### config.mk
export PLATFORM = sky130hd
export DESIGN_NAME = clk_enable_gen_flat
export DESIGN_NICKNAME = d
export VERILOG_FILES = /design/src/rtl/clk_enable_gen_if.sv /design/src/rtl/clk_enable_gen.sv /design/src/flat_wrapper.sv
export SDC_FILE = /design/constraint.sdc
export NUM_CORES = 1
export LEC_CHECK = 0
export ABC_AREA = 0
export CAP_MARGIN = 20
export CORE_MARGIN = 2
export CORE_UTILIZATION = 35
export CTS_CLUSTER_SIZE = 20
export DETAILED_ROUTE_END_ITERATION = 16
export GPL_TIMING_DRIVEN = 1
export HOLD_SLACK_MARGIN = 0.15
export PLACE_DENSITY = 0.61
export SLEW_MARGIN = 20
export SYNTH_ARGS = -nofsm -noshare
export SYNTH_HDL_FRONTEND = slang
export SYNTH_SLANG_ARGS = --single-unit
### constraint.sdc
create_clock -name clock -period 4.1 [get_ports clock]
set_clock_uncertainty 0.2 [all_clocks]
set_input_delay 0.82 -clock clock [delete_from_list [all_inputs] [get_ports clock]]
set_output_delay 0.82 -clock clock [all_outputs]
set_load 0.02 [all_outputs]
### src/rtl/clk_enable_gen_if.sv
// Configuration write channel of clk_enable_gen: a valid/ready handshake
// that carries a target channel index plus a new divider and phase.
interface clk_enable_gen_if #(
  parameter int NUM_CH = 3,
  parameter int DIV_W  = 8
);
  localparam int CH_W = (NUM_CH > 1) ? $clog2(NUM_CH) : 1;

  logic             cfg_valid;
  logic             cfg_ready;
  logic [CH_W-1:0]  cfg_ch;
  logic [DIV_W-1:0] cfg_div;
  logic [DIV_W-1:0] cfg_phase;

  modport master (
    output cfg_valid, cfg_ch, cfg_div, cfg_phase,
    input  cfg_ready
  );

  modport slave (
    input  cfg_valid, cfg_ch, cfg_div, cfg_phase,
    output cfg_ready
  );
endinterface

### src/rtl/clk_enable_gen.sv
// Clock-enable and reset sequencer on the fast PLL clock. Waits for a stable,
// filtered PLL lock, holds downstream reset for a fixed time, then emits
// NUM_CH phase-aligned enable strobes whose divider and phase can be changed
// at runtime. New settings wait in shadow registers until the channel wraps,
// so a strobe period is never cut short.
module clk_enable_gen #(
  parameter int NUM_CH      = 3,
  parameter int DIV_W       = 8,
  parameter int DEFAULT_DIV = 4,
  parameter int LOCK_FILTER = 4,
  parameter int RESET_HOLD  = 16
) (
  input  logic              clock,
  input  logic              reset,
  input  logic              pll_locked,
  input  logic              resync,
  clk_enable_gen_if.slave   cfg,
  output logic [NUM_CH-1:0] ce,
  output logic              rst_out,
  output logic              running
);
  localparam int CH_W   = (NUM_CH > 1) ? $clog2(NUM_CH) : 1;
  localparam int FILT_W = $clog2(LOCK_FILTER + 1);
  localparam int HOLD_W = (RESET_HOLD > 1) ? $clog2(RESET_HOLD) : 1;

  localparam logic [DIV_W-1:0]  DEF_DIV   = DIV_W'(DEFAULT_DIV);
  localparam logic [FILT_W-1:0] FILT_MAX  = FILT_W'(LOCK_FILTER);
  localparam logic [HOLD_W-1:0] HOLD_LAST = HOLD_W'(RESET_HOLD - 1);

  typedef enum logic [1:0] {WAIT_LOCK, HOLD, RUN} state_t;

  // Live settings, counter and shadow (pending) settings of one channel.
  typedef struct packed {
    logic [DIV_W-1:0] div;
    logic [DIV_W-1:0] phase;
    logic [DIV_W-1:0] cnt;
    logic [DIV_W-1:0] sh_div;
    logic [DIV_W-1:0] sh_phase;
    logic             pending;
  } chan_t;

  localparam chan_t CHAN_RST = '{
    div: DEF_DIV, phase: '0, cnt: '0, sh_div: DEF_DIV, sh_phase: '0, pending: 1'b0
  };

  state_t            state_q;
  logic [1:0]        sync_q;
  logic [FILT_W-1:0] filt_q;
  logic [HOLD_W-1:0] hold_q;
  logic              lock_ok;
  logic              enter_run;
  logic              in_run;
  logic              realign;
  logic              ready;
  logic              wr_en;
  logic [NUM_CH-1:0] apply;
  logic [NUM_CH-1:0] ce_d;
  chan_t             chan_q [NUM_CH];
  chan_t             chan_d [NUM_CH];

  // Counter start point after a realignment: the phase, unless it does not fit.
  function automatic logic [DIV_W-1:0] start_of(input logic [DIV_W-1:0] d,
                                                input logic [DIV_W-1:0] p);
    return (p < d) ? p : '0;
  endfunction

  // Synchronise raw LOCK and count how long it has been continuously high.
  // NOTE: every clocked register uses <= so all flops see pre-edge values.
  always_ff @(posedge clock) begin
    if (reset) begin
      sync_q <= 2'b00;
      filt_q <= '0;
    end else begin
      sync_q <= {sync_q[0], pll_locked};
      if (!sync_q[1]) begin
        filt_q <= '0;
      end else if (filt_q != FILT_MAX) begin
        filt_q <= filt_q + FILT_W'(1);
      end
    end
  end

  assign lock_ok = (filt_q >= FILT_MAX);

  // Sequencer: wait for lock, hold downstream reset, then run; outputs registered.
  always_ff @(posedge clock) begin
    if (reset) begin
      state_q <= WAIT_LOCK;
      hold_q  <= '0;
      rst_out <= 1'b1;
      running <= 1'b0;
    end else begin
      case (state_q)
        WAIT_LOCK: begin
          if (lock_ok) begin
            state_q <= HOLD;
            hold_q  <= '0;
          end
        end
        HOLD: begin
          if (!lock_ok) begin
            state_q <= WAIT_LOCK;
          end else if (hold_q == HOLD_LAST) begin
            state_q <= RUN;
            rst_out <= 1'b0;
            running <= 1'b1;
          end else begin
            hold_q <= hold_q + HOLD_W'(1);
          end
        end
        RUN: begin
          if (!lock_ok) begin
            state_q <= WAIT_LOCK;
            rst_out <= 1'b1;
            running <= 1'b0;
          end
        end
        default: begin
          state_q <= WAIT_LOCK;
          rst_out <= 1'b1;
          running <= 1'b0;
        end
      endcase
    end
  end

  // Realignment events and the configuration handshake.
  // NOTE: each signal gets a default first so no path leaves it unassigned (no latch).
  always_comb begin
    enter_run = (state_q == HOLD) && lock_ok && (hold_q == HOLD_LAST);
    in_run    = (state_q == RUN) && lock_ok;
    realign   = enter_run || (in_run && resync);
    ready     = 1'b1;
    for (int i = 0; i < NUM_CH; i++) begin
      if (cfg.cfg_ch == CH_W'(i)) ready = !chan_q[i].pending;
    end
    wr_en = cfg.cfg_valid && ready;
  end

  assign cfg.cfg_ready = ready;

  // Per-channel next state: counting, strobe generation and update application.
  always_comb begin
    chan_d = chan_q;
    ce_d   = '0;
    apply  = '0;
    for (int i = 0; i < NUM_CH; i++) begin
      if (realign) begin
        // A realignment restarts every counter and emits no strobe this cycle.
        apply[i]      = chan_q[i].pending;
        chan_d[i].cnt = start_of(chan_q[i].div, chan_q[i].phase);
      end else if (in_run) begin
        if (chan_q[i].div >= DIV_W'(2)) begin
          if (chan_q[i].cnt == chan_q[i].div - DIV_W'(1)) begin
            ce_d[i]       = 1'b1;
            chan_d[i].cnt = '0;
            apply[i]      = chan_q[i].pending;
          end else begin
            chan_d[i].cnt = chan_q[i].cnt + DIV_W'(1);
          end
        end else begin
          ce_d[i]  = (chan_q[i].div == DIV_W'(1));
          apply[i] = chan_q[i].pending;
        end
      end else if (state_q != RUN) begin
        apply[i] = chan_q[i].pending;
      end

      if (apply[i]) begin
        chan_d[i].div     = chan_q[i].sh_div;
        chan_d[i].phase   = chan_q[i].sh_phase;
        chan_d[i].cnt     = start_of(chan_q[i].sh_div, chan_q[i].sh_phase);
        chan_d[i].pending = 1'b0;
      end

      // A write only lands on a non-pending channel, so it never races an apply.
      if (wr_en && (cfg.cfg_ch == CH_W'(i))) begin
        chan_d[i].sh_div   = cfg.cfg_div;
        chan_d[i].sh_phase = cfg.cfg_phase;
        chan_d[i].pending  = 1'b1;
      end
    end
  end

  // Channel registers and the registered strobes.
  // NOTE: the channel array is reset in full because reset must restore every
  // divider to its default and drop any pending update.
  always_ff @(posedge clock) begin
    if (reset) begin
      for (int i = 0; i < NUM_CH; i++) chan_q[i] <= CHAN_RST;
      ce <= '0;
    end else begin
      chan_q <= chan_d;
      ce     <= ce_d;
    end
  end
endmodule

### src/flat_wrapper.sv
// flat-port wrapper written by rule: the top's interface ports become plain ports
module clk_enable_gen_flat 
#(
  parameter int NUM_CH      = 3,
  parameter int DIV_W       = 8,
  parameter int DEFAULT_DIV = 4,
  parameter int LOCK_FILTER = 4,
  parameter int RESET_HOLD  = 16
)
  (clock, reset, pll_locked, resync, ce, rst_out, running, cfg_cfg_valid, cfg_cfg_ch, cfg_cfg_div, cfg_cfg_phase, cfg_cfg_ready);
  clk_enable_gen_if #(.NUM_CH(NUM_CH), .DIV_W(DIV_W)) cfg_i ();
  input  logic clock;
  input  logic reset;
  input  logic pll_locked;
  input  logic resync;
  output logic [NUM_CH-1:0] ce;
  output logic rst_out;
  output logic running;
  input wire logic [$bits(cfg_i.cfg_valid)-1:0] cfg_cfg_valid;
  input wire logic [$bits(cfg_i.cfg_ch)-1:0] cfg_cfg_ch;
  input wire logic [$bits(cfg_i.cfg_div)-1:0] cfg_cfg_div;
  input wire logic [$bits(cfg_i.cfg_phase)-1:0] cfg_cfg_phase;
  output wire logic [$bits(cfg_i.cfg_ready)-1:0] cfg_cfg_ready;
  assign cfg_i.cfg_valid = cfg_cfg_valid;
  assign cfg_i.cfg_ch = cfg_cfg_ch;
  assign cfg_i.cfg_div = cfg_cfg_div;
  assign cfg_i.cfg_phase = cfg_cfg_phase;
  assign cfg_cfg_ready = cfg_i.cfg_ready;
  clk_enable_gen #(.NUM_CH(NUM_CH), .DIV_W(DIV_W), .DEFAULT_DIV(DEFAULT_DIV), .LOCK_FILTER(LOCK_FILTER), .RESET_HOLD(RESET_HOLD)) u_core (.clock(clock), .reset(reset), .pll_locked(pll_locked), .resync(resync), .cfg(cfg_i), .ce(ce), .rst_out(rst_out), .running(running));
endmodule
Word level (Yosys, flattened, before mapping) --
Index checks and enable logic that the tools add are counted.
Word-level totals: bits in registers 139, latch bits 0, bits in writable memories 0, bits in read-only memories 0, bits of input ports 23, memories 0
Cells by class: add/sub/neg operators 8, multipliers 0, divide/modulo/power cells 0, order comparisons 10, eq/ne operators 19, shift operators 0, mux-type cells 68, bitwise logic cells 3, reduce and logical (&&, ||, !) cells 32
Operator list (number):
- 8-bit 2-to-1 mux | 21
- 8-bit less-than comparator | 6
- 1-bit 2-to-1 mux | 36
- 8-bit by 1-bit adder with 8-bit output, second input constant | 3
- 8-bit by 1-bit == test with 1-bit output, second input constant | 3
- 8-bit == test | 3
- 8-bit by 2-bit >= comparator with 1-bit output, second input constant | 3
- 8-bit by 1-bit subtractor with 8-bit output, second input constant | 3
- 3-bit nonzero test | 6
- 4-bit 2-to-1 mux | 3
- 1-bit logical AND | 8
- 2-bit 2-to-1 mux | 4
- 4-bit one-hot mux with 2 select lines | 1
- 4-bit AND reduction | 2
- 2-bit nonzero test | 4
- 2-bit by 1-bit != test with 1-bit output, second input constant | 3
- 2-bit != test, second input constant | 3
- 3-bit != test, second input constant | 2
- 1-bit one-hot mux with 3 select lines | 2
- 2-bit one-hot mux with 3 select lines | 1
- 2-bit AND reduction | 3
- 4-bit by 1-bit adder with 4-bit output, second input constant | 1
- 2-bit by 1-bit == test with 1-bit output, second input constant | 2
- 2-bit == test, second input constant | 2
- 10 further kinds | 15

Logic depth before layout (Yosys ltp) --
Gate-level depths: netlist (run 1).
word-level depth 8, mapped depth 12, depth with buffers taken out 9

Worst setup path before layout (run 1) --
OpenSTA, ideal clock, no wires.
path kind reg-to-reg, from reg u_core.chan_q[33] (netlist name), to reg u_core.chan_q[17] (netlist name), library setup time 83 ps, data arrival time 2554 ps, path slack 1263 ps, cell stages (with the launch flop) 12, period minus slack after synthesis 2837 ps, cell sequence dfxtp_1 > inv_1 > ha_1 > and2_1 > a211o_1 > a31oi_1 > and4b_1 > clkbuf_1 > o311a_1 > buf_2 > nand3b_1 > o221ai_1
On the way: word-level cells in the longest chain between the ends 8
Ends and longest elaborated chain:
- start: declaration | line clk_enable_gen.sv:58 | chan_t chan_q [NUM_CH];
- start signal: assignment | line clk_enable_gen.sv:193 | chan_q <= chan_d;
- 8-bit by 1-bit subtractor with 8-bit output | line clk_enable_gen.sv:154 | if (chan_q[i].cnt == chan_q[i].div - DIV_W'(1)) begin
- 8-bit == test | line clk_enable_gen.sv:154
- 1-bit 2-to-1 mux | line clk_enable_gen.sv:154
- 1-bit 2-to-1 mux | line clk_enable_gen.sv:153 | if (chan_q[i].div >= DIV_W'(2)) begin
- 1-bit 2-to-1 mux | line clk_enable_gen.sv:152 | end else if (in_run) begin
- 1-bit 2-to-1 mux | line clk_enable_gen.sv:148 | if (realign) begin
- 3-bit nonzero test (no line)
- 2-bit AND reduction (no line)
Parallel ways exist; a longest one is shown, timed or not. The select of a mux whose other input is x is not followed. A chain may end at the register's enable or synchronous reset.

Worst setup path after layout (run 1) --
from in cfg_cfg_ch[0], to out cfg_cfg_ready
On the way: word-level cells in the longest chain between the ends 4
Ends and longest elaborated chain:
- start: declaration | line flat_wrapper.sv:20 | input wire logic [$bits(cfg_i.cfg_ch)-1:0] cfg_cfg_ch;
- 2-bit logical NOT | line clk_enable_gen.sv:135 | if (cfg.cfg_ch == CH_W'(i)) ready = !chan_q[i].pending;
- 1-bit 2-to-1 mux (2 in a row) | line clk_enable_gen.sv:135
- 1-bit 2-to-1 mux * | line clk_enable_gen.sv:135
- end: declaration | line flat_wrapper.sv:23 | output wire logic [$bits(cfg_i.cfg_ready)-1:0] cfg_cfg_ready;
Every way passes the cells marked *; elsewhere a longest branch is shown, timed or not.

==> results of run 1 <==
-- layout make-up --
cell class	count	area, um2	area share (%)
inverter	67	251	2.81
multi-input combinational	705	4560	50.9
clock buffer	22	464	5.18
clock inverter	10	164	1.83
sequential	139	2780	31.1
tap	280	350	3.91
timing repair buffer	42	383	4.27
-- critical path, delay by kind of cell --
kind / cells / cell delay (ns)
mux: 1 / 0.21
compound gates: 1 / 0.28
buf+inv: 2 / 1.26
simple gates: 1 / 0.06
-- per-stage QoR --
stage | hold slack (ns) | instances | area [um2] | util, %
finish | 0.238 | 1265 | 8960 | 40.9
floorplan | 0.214 | 959 | 7810 | -
CTS | 0.244 | 1265 | 8960 | 40.9
detailed placement | 0.231 | 1233 | 8330 | 38.1
global route | 0.263 | 1265 | 8960 | 40.9
global placement | 0.232 | 1233 | 8330 | 38.1
-- cell families (layout without fill, tap and decap cells) --
family                     count (synthesis)  count (layout)  synth area share [%]
AOI/OAI and AO/OA                        235             235                  19.4
xor gates and xnor gates                  52              52                  5.83
adders and majority gates                 57              57                  9.14
buffers and inverters                    115             141                  5.88
DFF                                      139             139                  35.6
muxes                                     35              35                  4.49
and+or+nand+nor                          326             326                  19.6
-- synthesized netlist by cell type (7+ instances only) --
master and count:
a221oi_1 9, o32ai_1 7, o211ai_1 7, a211oi_1 16, ha_1 57, clkbuf_1 39
nor2b_1 9, a22oi_1 14, xor2_1 21, mux2i_1 35, nor2_1 65, nand2b_1 9
o21ai_0 37, o221ai_1 8, nand3_1 56, inv_1 67, o22ai_1 7, nand2_1 131
and3_1 8, a21oi_1 86, xnor2_1 31, dfxtp_1 139, nor3_1 13, a21o_1 22
-- cells in the final DEF, fill, tap and decap left out, drive strengths merged, types with 3 or more instances in the layout --
| cell type | synthesis | final |
|---|---|---|
| nor2 | 66 | 66 |
| a21oi | 86 | 86 |
| inv | 67 | 68 |
| and3 | 8 | 8 |
| nand2 | 132 | 132 |
| or4 | 5 | 5 |
| a221oi | 9 | 9 |
| mux2i | 35 | 35 |
| ha | 57 | 57 |
| nor2b | 9 | 9 |
| a31oi | 4 | 4 |
| nand3b | 3 | 3 |
| a211oi | 17 | 17 |
| o211ai | 8 | 8 |
| xnor2 | 31 | 31 |
| a21o | 22 | 22 |
| dfxtp | 139 | 139 |
| o32ai | 7 | 7 |
| nand3 | 56 | 56 |
| bufinv | 0 | 4 |
| o22ai | 7 | 7 |
| a211o | 3 | 3 |
| o221ai | 8 | 8 |
| nor4 | 6 | 6 |
| xor2 | 21 | 21 |
| a22oi | 14 | 14 |
| nand2b | 9 | 9 |
| clkinvlp | 0 | 4 |
| nand4 | 6 | 6 |
| buf | 9 | 15 |
| a2111oi | 3 | 3 |
| and2 | 4 | 4 |
| clkbuf | 39 | 22 |
| o21ai | 39 | 39 |
| clkdlybuf4s50 | 0 | 27 |
| nor3 | 13 | 13 |
-- registers in the layout, indices dropped and copies added (netlist names) --
| register | flops |
|---|---|
| u_core.chan_q | 123 |
| u_core.hold_q | 4 |
| u_core.ce | 3 |
| u_core.filt_q | 3 |
| u_core.state_q | 2 |
| u_core.sync_q | 2 |
| u_core.rst_out | 1 |
| u_core.running | 1 |
-- metal layers --
metal / track usage (%) / share of wire (%) / vias up
li1: - / - / 3400
met1: 25.7 / 50 / 3185
met5: 0 / 0 / -
met4: 5.46 / 1.6 / 0
met3: 2.55 / 3.7 / 26
met2: 27.8 / 45 / 147
-- final timing paths --
kind	cells after the start	endpoint	slack, ns	from
worst max-delay path	5	cfg_cfg_ready	0.45	cfg_cfg_ch[0]
worst max register to register	11	u_core.chan_q[66]	0.78	u_core.chan_q[74]
worst min register to register	1	u_core.sync_q[1]	0.24	u_core.sync_q[0]
worst min-delay path	1	u_core.sync_q[1]	0.24	u_core.sync_q[0]
-- report_power, final --
part           internal, W  switching [W]  total [W]
registers          0.00137      0.0000310    0.00141
logic            0.0000807       0.000116   0.000197
clock network      0.00105       0.000598    0.00165
==> results by group, run 1 <==
Synth
  – Async set or reset register ratio after synthesis: 0%
  – Yosys warnings: 0
  – Syn Area/Cell: 8.14 um2
  – Synthesized instance count: about 960
  – Main synth FF type: dfxtp_1
  – Post-synth EDFFs: 0
  – Post-Syn Area: around 8000 um2
  – Synth top area share: between 30% and 40%
  – Synth cell types: 60
  – Seq/Total Area, Yosys: 35.6%
  – Synthesized flop and latch total: about 140
  – Synth area leaders: dfxtp_1 36%, ha_1 9.1%, nand2_1 6.3%
  – Net count after synthesis: a little over 1000
  – Synth area leader: dfxtp_1

Clock tree
  – Setup Buffers After CTS: 0
  – CTS resizes: 0
  – CTS tree: done
  – Clk_lat worst skew: 0.42 ns
  – CTS buffer count: 17
  – Root buffer cell: clkbuf_16
  – Clock Tree Buf Depth: 2
  – H-tree depth: 4
  – CTS clk-pin slew, worst paths: about 0.060 ns
  – CTS Hold Buffers Added: 0
  – Clock sinks: around 140

Setup path
  – CP max stage delay: about 0.69 ns
  – CP max FO: 6
  – Slowest CP cell: clkdlybuf4s50_1
  – Crit end category: primary output
  – Cells along the critical path: clkdlybuf4s50_1, mux2i_1, nor2_1, a21oi_1, clkdlybuf4s50_1
  – Worst Setup Start Kind: input pin
  – Required time worst endpoint: 3.08 ns
  – CP most frequent cell: clkdlybuf4s50_1
  – Crit path kind: in2out
  – Critical path arrival: about 2.6 ns

Global route
  – GRT Util Overall: between 10% and 20%
  – First-pass GRT wire length: ~34000 um
  – Largest net degree at the start of global routing: 52
  – Vias in the first global route: roughly 6400
  – Antenna violations before repair: 0
  – Grt ovf: 0

Timing
  – RSZ-0062 raised after global routing: false
  – Period utilization: between 80% and 90%
  – Crit path time final: 3.65 ns
  – Final setup violation count: 0
  – Worst slew pin tran: between 1 and 1.5 ns
  – Max Freq: between 200 and 300 MHz
  – Slew headroom: 27.8%
  – Slew Limit Fails: 0
  – Worst setup margin: 0.448 ns
  – Final TNS setup: 0 ns
  – Final Hold Fails: 0

Cells and area
  – # nets final: 1052
  – Layout fillers: 2279
  – Antenna cell count: 0
  – P&R area growth vs syn: 14.8%
  – Share of cells above drive strength 1: approximately 5.9%

Power and ir drop
  – Leakage: roughly 3.2 nW
  – Pwr dens: between 300 and 400 nW/um2
  – Total power: 0.00325 W
  – Worst VDD drop: 0.317 mV

Drt
  – Routed wire length: roughly 21000 um
  – First drt pass iteration count: 5
  – Vias per cell: approximately 5.3
  – Drt drc: 0
  – Routed vias: about 6800
  – Initial drt markers: around 470
  – DRT antenna net count: 0
  – WL per Instance: ~16 um

Worst hold path
  – Min-Delay Path Class: reg2reg

Die
  – Core area: ~22000 um2
  – Die X: approximately 150 um
  – Die ar.: 23500 um2
  – Initial Util: 35.7%
  – Placement row count: 54
  – I/O pin total: 29
  – DIE HEIGHT: between 150 and 200 um

Outcome
  – Status: finished, final reports clean

Place
  – HPWL Detailed: 15000 um
  – Placer Congestion: 0.836
  – Place WS: about 0.43 ns
  – PortBufs: 28

Flow run
  – Max-cap violation count: 0
Note: power is estimated with default switching activity, not from simulation.
==> run 2, diff against run 1 <==
--- a/config.mk
+++ b/config.mk
@@ -11,7 +11,6 @@
 export CORE_UTILIZATION = 35
 export CTS_CLUSTER_SIZE = 20
 export DETAILED_ROUTE_END_ITERATION = 16
-export GPL_TIMING_DRIVEN = 1
 export HOLD_SLACK_MARGIN = 0.15
 export PLACE_DENSITY = 0.61
 export SLEW_MARGIN = 20
==> constraint.sdc (replaced) <==
create_clock -name clock -period 4.1 [get_ports clock]
set_clock_uncertainty 0.2 [all_clocks]
set_input_delay 0.41 -clock clock [delete_from_list [all_inputs] [get_ports clock]]
set_output_delay 0.41 -clock clock [all_outputs]
set_load 0.02 [all_outputs]
==> run 2 against run 1 <==
Sequential share of layout area up 0.13 points; sequential power about the same; highest routed layer is now met5; largest cell class unchanged; die area unchanged; global-route usage about the same; clock-buffer cell count down 2; register-to-register slack better by 0.11 ns; cell area down 0.42%; combinational power about the same.
==> results by group, run 2 (synthesis gave the netlist of run 1 again) <==
Outcome
  – Status: finished, final reports clean

Timing
  – Final Hold Fails: 0
  – Crit path time final: about 3.2 ns
  – Period utilization: 78.2%
  – Slew Limit Fails: 0
  – Final setup violation count: 0
  – Final TNS setup: 0 ns
  – Max Freq: around 310 MHz
  – Worst slew pin tran: about 1 ns
  – RSZ-0062 raised after global routing: false
  – Slew headroom: about a third

Cells and area
  – # nets final: 1051
  – Core Util, Final: about two fifths
  – Most common cell after layout, fill and taps aside: dfxtp_1
  – Most frequent cells in the layout: 139 x dfxtp_1, 131 x nand2_1, 86 x a21oi_1
  – P&R area growth vs syn: 14.3%
  – Share of cells above drive strength 1: about 5.8%
  – Regs by FF count: u_core.chan_q: 123 flops, u_core.hold_q: 4 flops
  – Largest Register: u_core.chan_q
  – Max reg flops: 123
  – Antenna cell count: 0
  – Layout fillers: 2234

Global route
  – First-pass GRT wire length: 34200 um
  – Antenna violations before repair: 1
  – Met1 usage: between 20 and 30%
  – Busiest grt layer: met2
  – Vias in the first global route: roughly 6500
  – Largest net degree at the start of global routing: 53
  – GRT Util Overall: between 15 and 20%
  – GR Util met2: 27.7%
  – Met3 Usage GRT: under 10%
  – Grt ovf: 0

Setup path
  – R2R depth: 9
  – Worst Setup Start Kind: register
  – Required time worst endpoint: roughly 4.2 ns
  – RR Endpoint: u_core.chan_q[22]
  – R2R setup slack: between 0.8 and 0.9 ns
  – CP max FO: 9
  – Worst R2R Start: u_core.chan_q[33]
  – Critical path arrival: between 3 and 4 ns
  – Crit path kind: reg2reg
  – Crit end category: register

Drt
  – Routed vias: 6752
  – First drt pass iteration count: 5
  – Drt drc: 0
  – WL per Instance: around 16 um
  – Initial drt markers: ~450
  – Vias per cell: between 5 and 6
  – Routed wire length: about 21000 um
  – DRT antenna net count: 0

Power and ir drop
  – Sw Ratio: a little under a quarter
  – Logic pwr share: 6.2%
  – Seq pwr share: approximately 44%
  – Int Pwr: around 0.0024 W
  – Sw power: about 0.00073 W
  – Worst VDD drop: around 0.26 mV
  – Leakage: 3.21 nW
  – Pwr dens: 355 nW/um2
  – Total power: 0.00317 W
  – Clock share of power: ~50%

Clock tree
  – Setup Buffers After CTS: 0
  – Clk_lat worst skew: 0.42 ns
  – CTS buffer count: 17
  – Clock Tree Buf Depth: 2
  – CTS resizes: 0
  – CTS tree: done
  – Clock sinks: between 100 and 150
  – CTS clk-pin slew, worst paths: 0.06 ns
  – Root buffer cell: clkbuf_16
  – CTS Hold Buffers Added: 0
  – H-tree depth: 4

Die
  – I/O pin total: 29
  – Initial Util: roughly 36%
  – Die ar.: 23500 um2
  – Core area: 21900 um2
  – Die X: 153 um
  – DIE HEIGHT: 153 um
  – Placement row count: 54

Flow run
  – Max-cap violation count: 0

Place
  – PortBufs: 28
  – HPWL Detailed: between 15000 and 20000 um
  – Placer Congestion: roughly 0.85

Worst hold path
  – Worst Hold End: u_core.state_q[0]
  – WHS Path Cells: 2
  – Min-Delay Path Class: in2reg
  – Hold_sp: reset
==> run 2: changes by cell type in the layout (fill, tap and decap cells not counted), sizes merged <==
| cell | delta |
|---|---|
| clkinv | +3 |
| clkbuf | -2 |
| clkinvlp | -2 |
| buf | -1 |
| bufinv | -1 |
==> run 2: worst max-delay path: stages, from the launching register on <==
cell	delay, ns
dfxtp_1	0.46
inv_1	0.10
ha_1	0.23
and2_1	0.18
a211o_1	0.29
a31oi_1	0.16
and4b_1	0.28
o311a_1	0.50
nand3b_1	0.43
o221ai_1	0.29
==> run 2: worst max-delay path by stage <==
stage | depth (start not counted) | slack, ns | to | start
floorplan | 11 | 1.26 | u_core.chan_q[17] | u_core.chan_q[33]
global placement | 9 | 0.98 | u_core.chan_q[17] | u_core.chan_q[33]
detailed placement | 9 | 0.90 | u_core.chan_q[22] | u_core.chan_q[33]
CTS | 9 | 0.88 | u_core.chan_q[22] | u_core.chan_q[33]
global route | 9 | 0.61 | u_core.chan_q[22] | u_core.chan_q[33]
finish | 9 | 0.89 | u_core.chan_q[22] | u_core.chan_q[33]
==> run 2: cell type report <==
| cell class | count | area (um2) | area share, % |
|---|---|---|---|
| repair buffers | 41 | 375 | 4.21 |
| multi-input cells | 705 | 4560 | 51.2 |
| clock inverters | 10 | 141 | 1.58 |
| well taps | 280 | 350 | 3.93 |
| inverters | 67 | 251 | 2.82 |
| clock buffers | 20 | 457 | 5.12 |
| flip-flops and latches | 139 | 2780 | 31.2 |
==> run 2: power groups by stage <==
stage	sequential, W	clock [W]	combinational [W]
finish	0.00140	0.00157	0.000197
global route	0.00141	0.00165	0.000221
CTS	0.00140	0.00159	0.000197
detailed placement	0.00143	0	0.000196
global placement	0.00143	0	0.000194
floorplan	0.00142	0	0.000134
==> run 2: routing by layer <==
layer  vias to the layer above  routed length [um]
met1                      3194               10200
met5                         -                  13
li1                       3391                   -
met4                         2                 359
met3                        25                 810
met2                       140                9250
==> run 2: per-stage QoR <==
stage,area (um2),cells,hold slack (ns),setup slack [ns]
final,8920,1262,0.204,0.894
after global routing,8920,1262,0.218,0.613
after CTS,8920,1262,0.191,0.882
after detailed placement,8320,1232,0.226,0.903
after global placement,8320,1232,0.237,0.982
after floorplan,7810,959,0.214,1.26
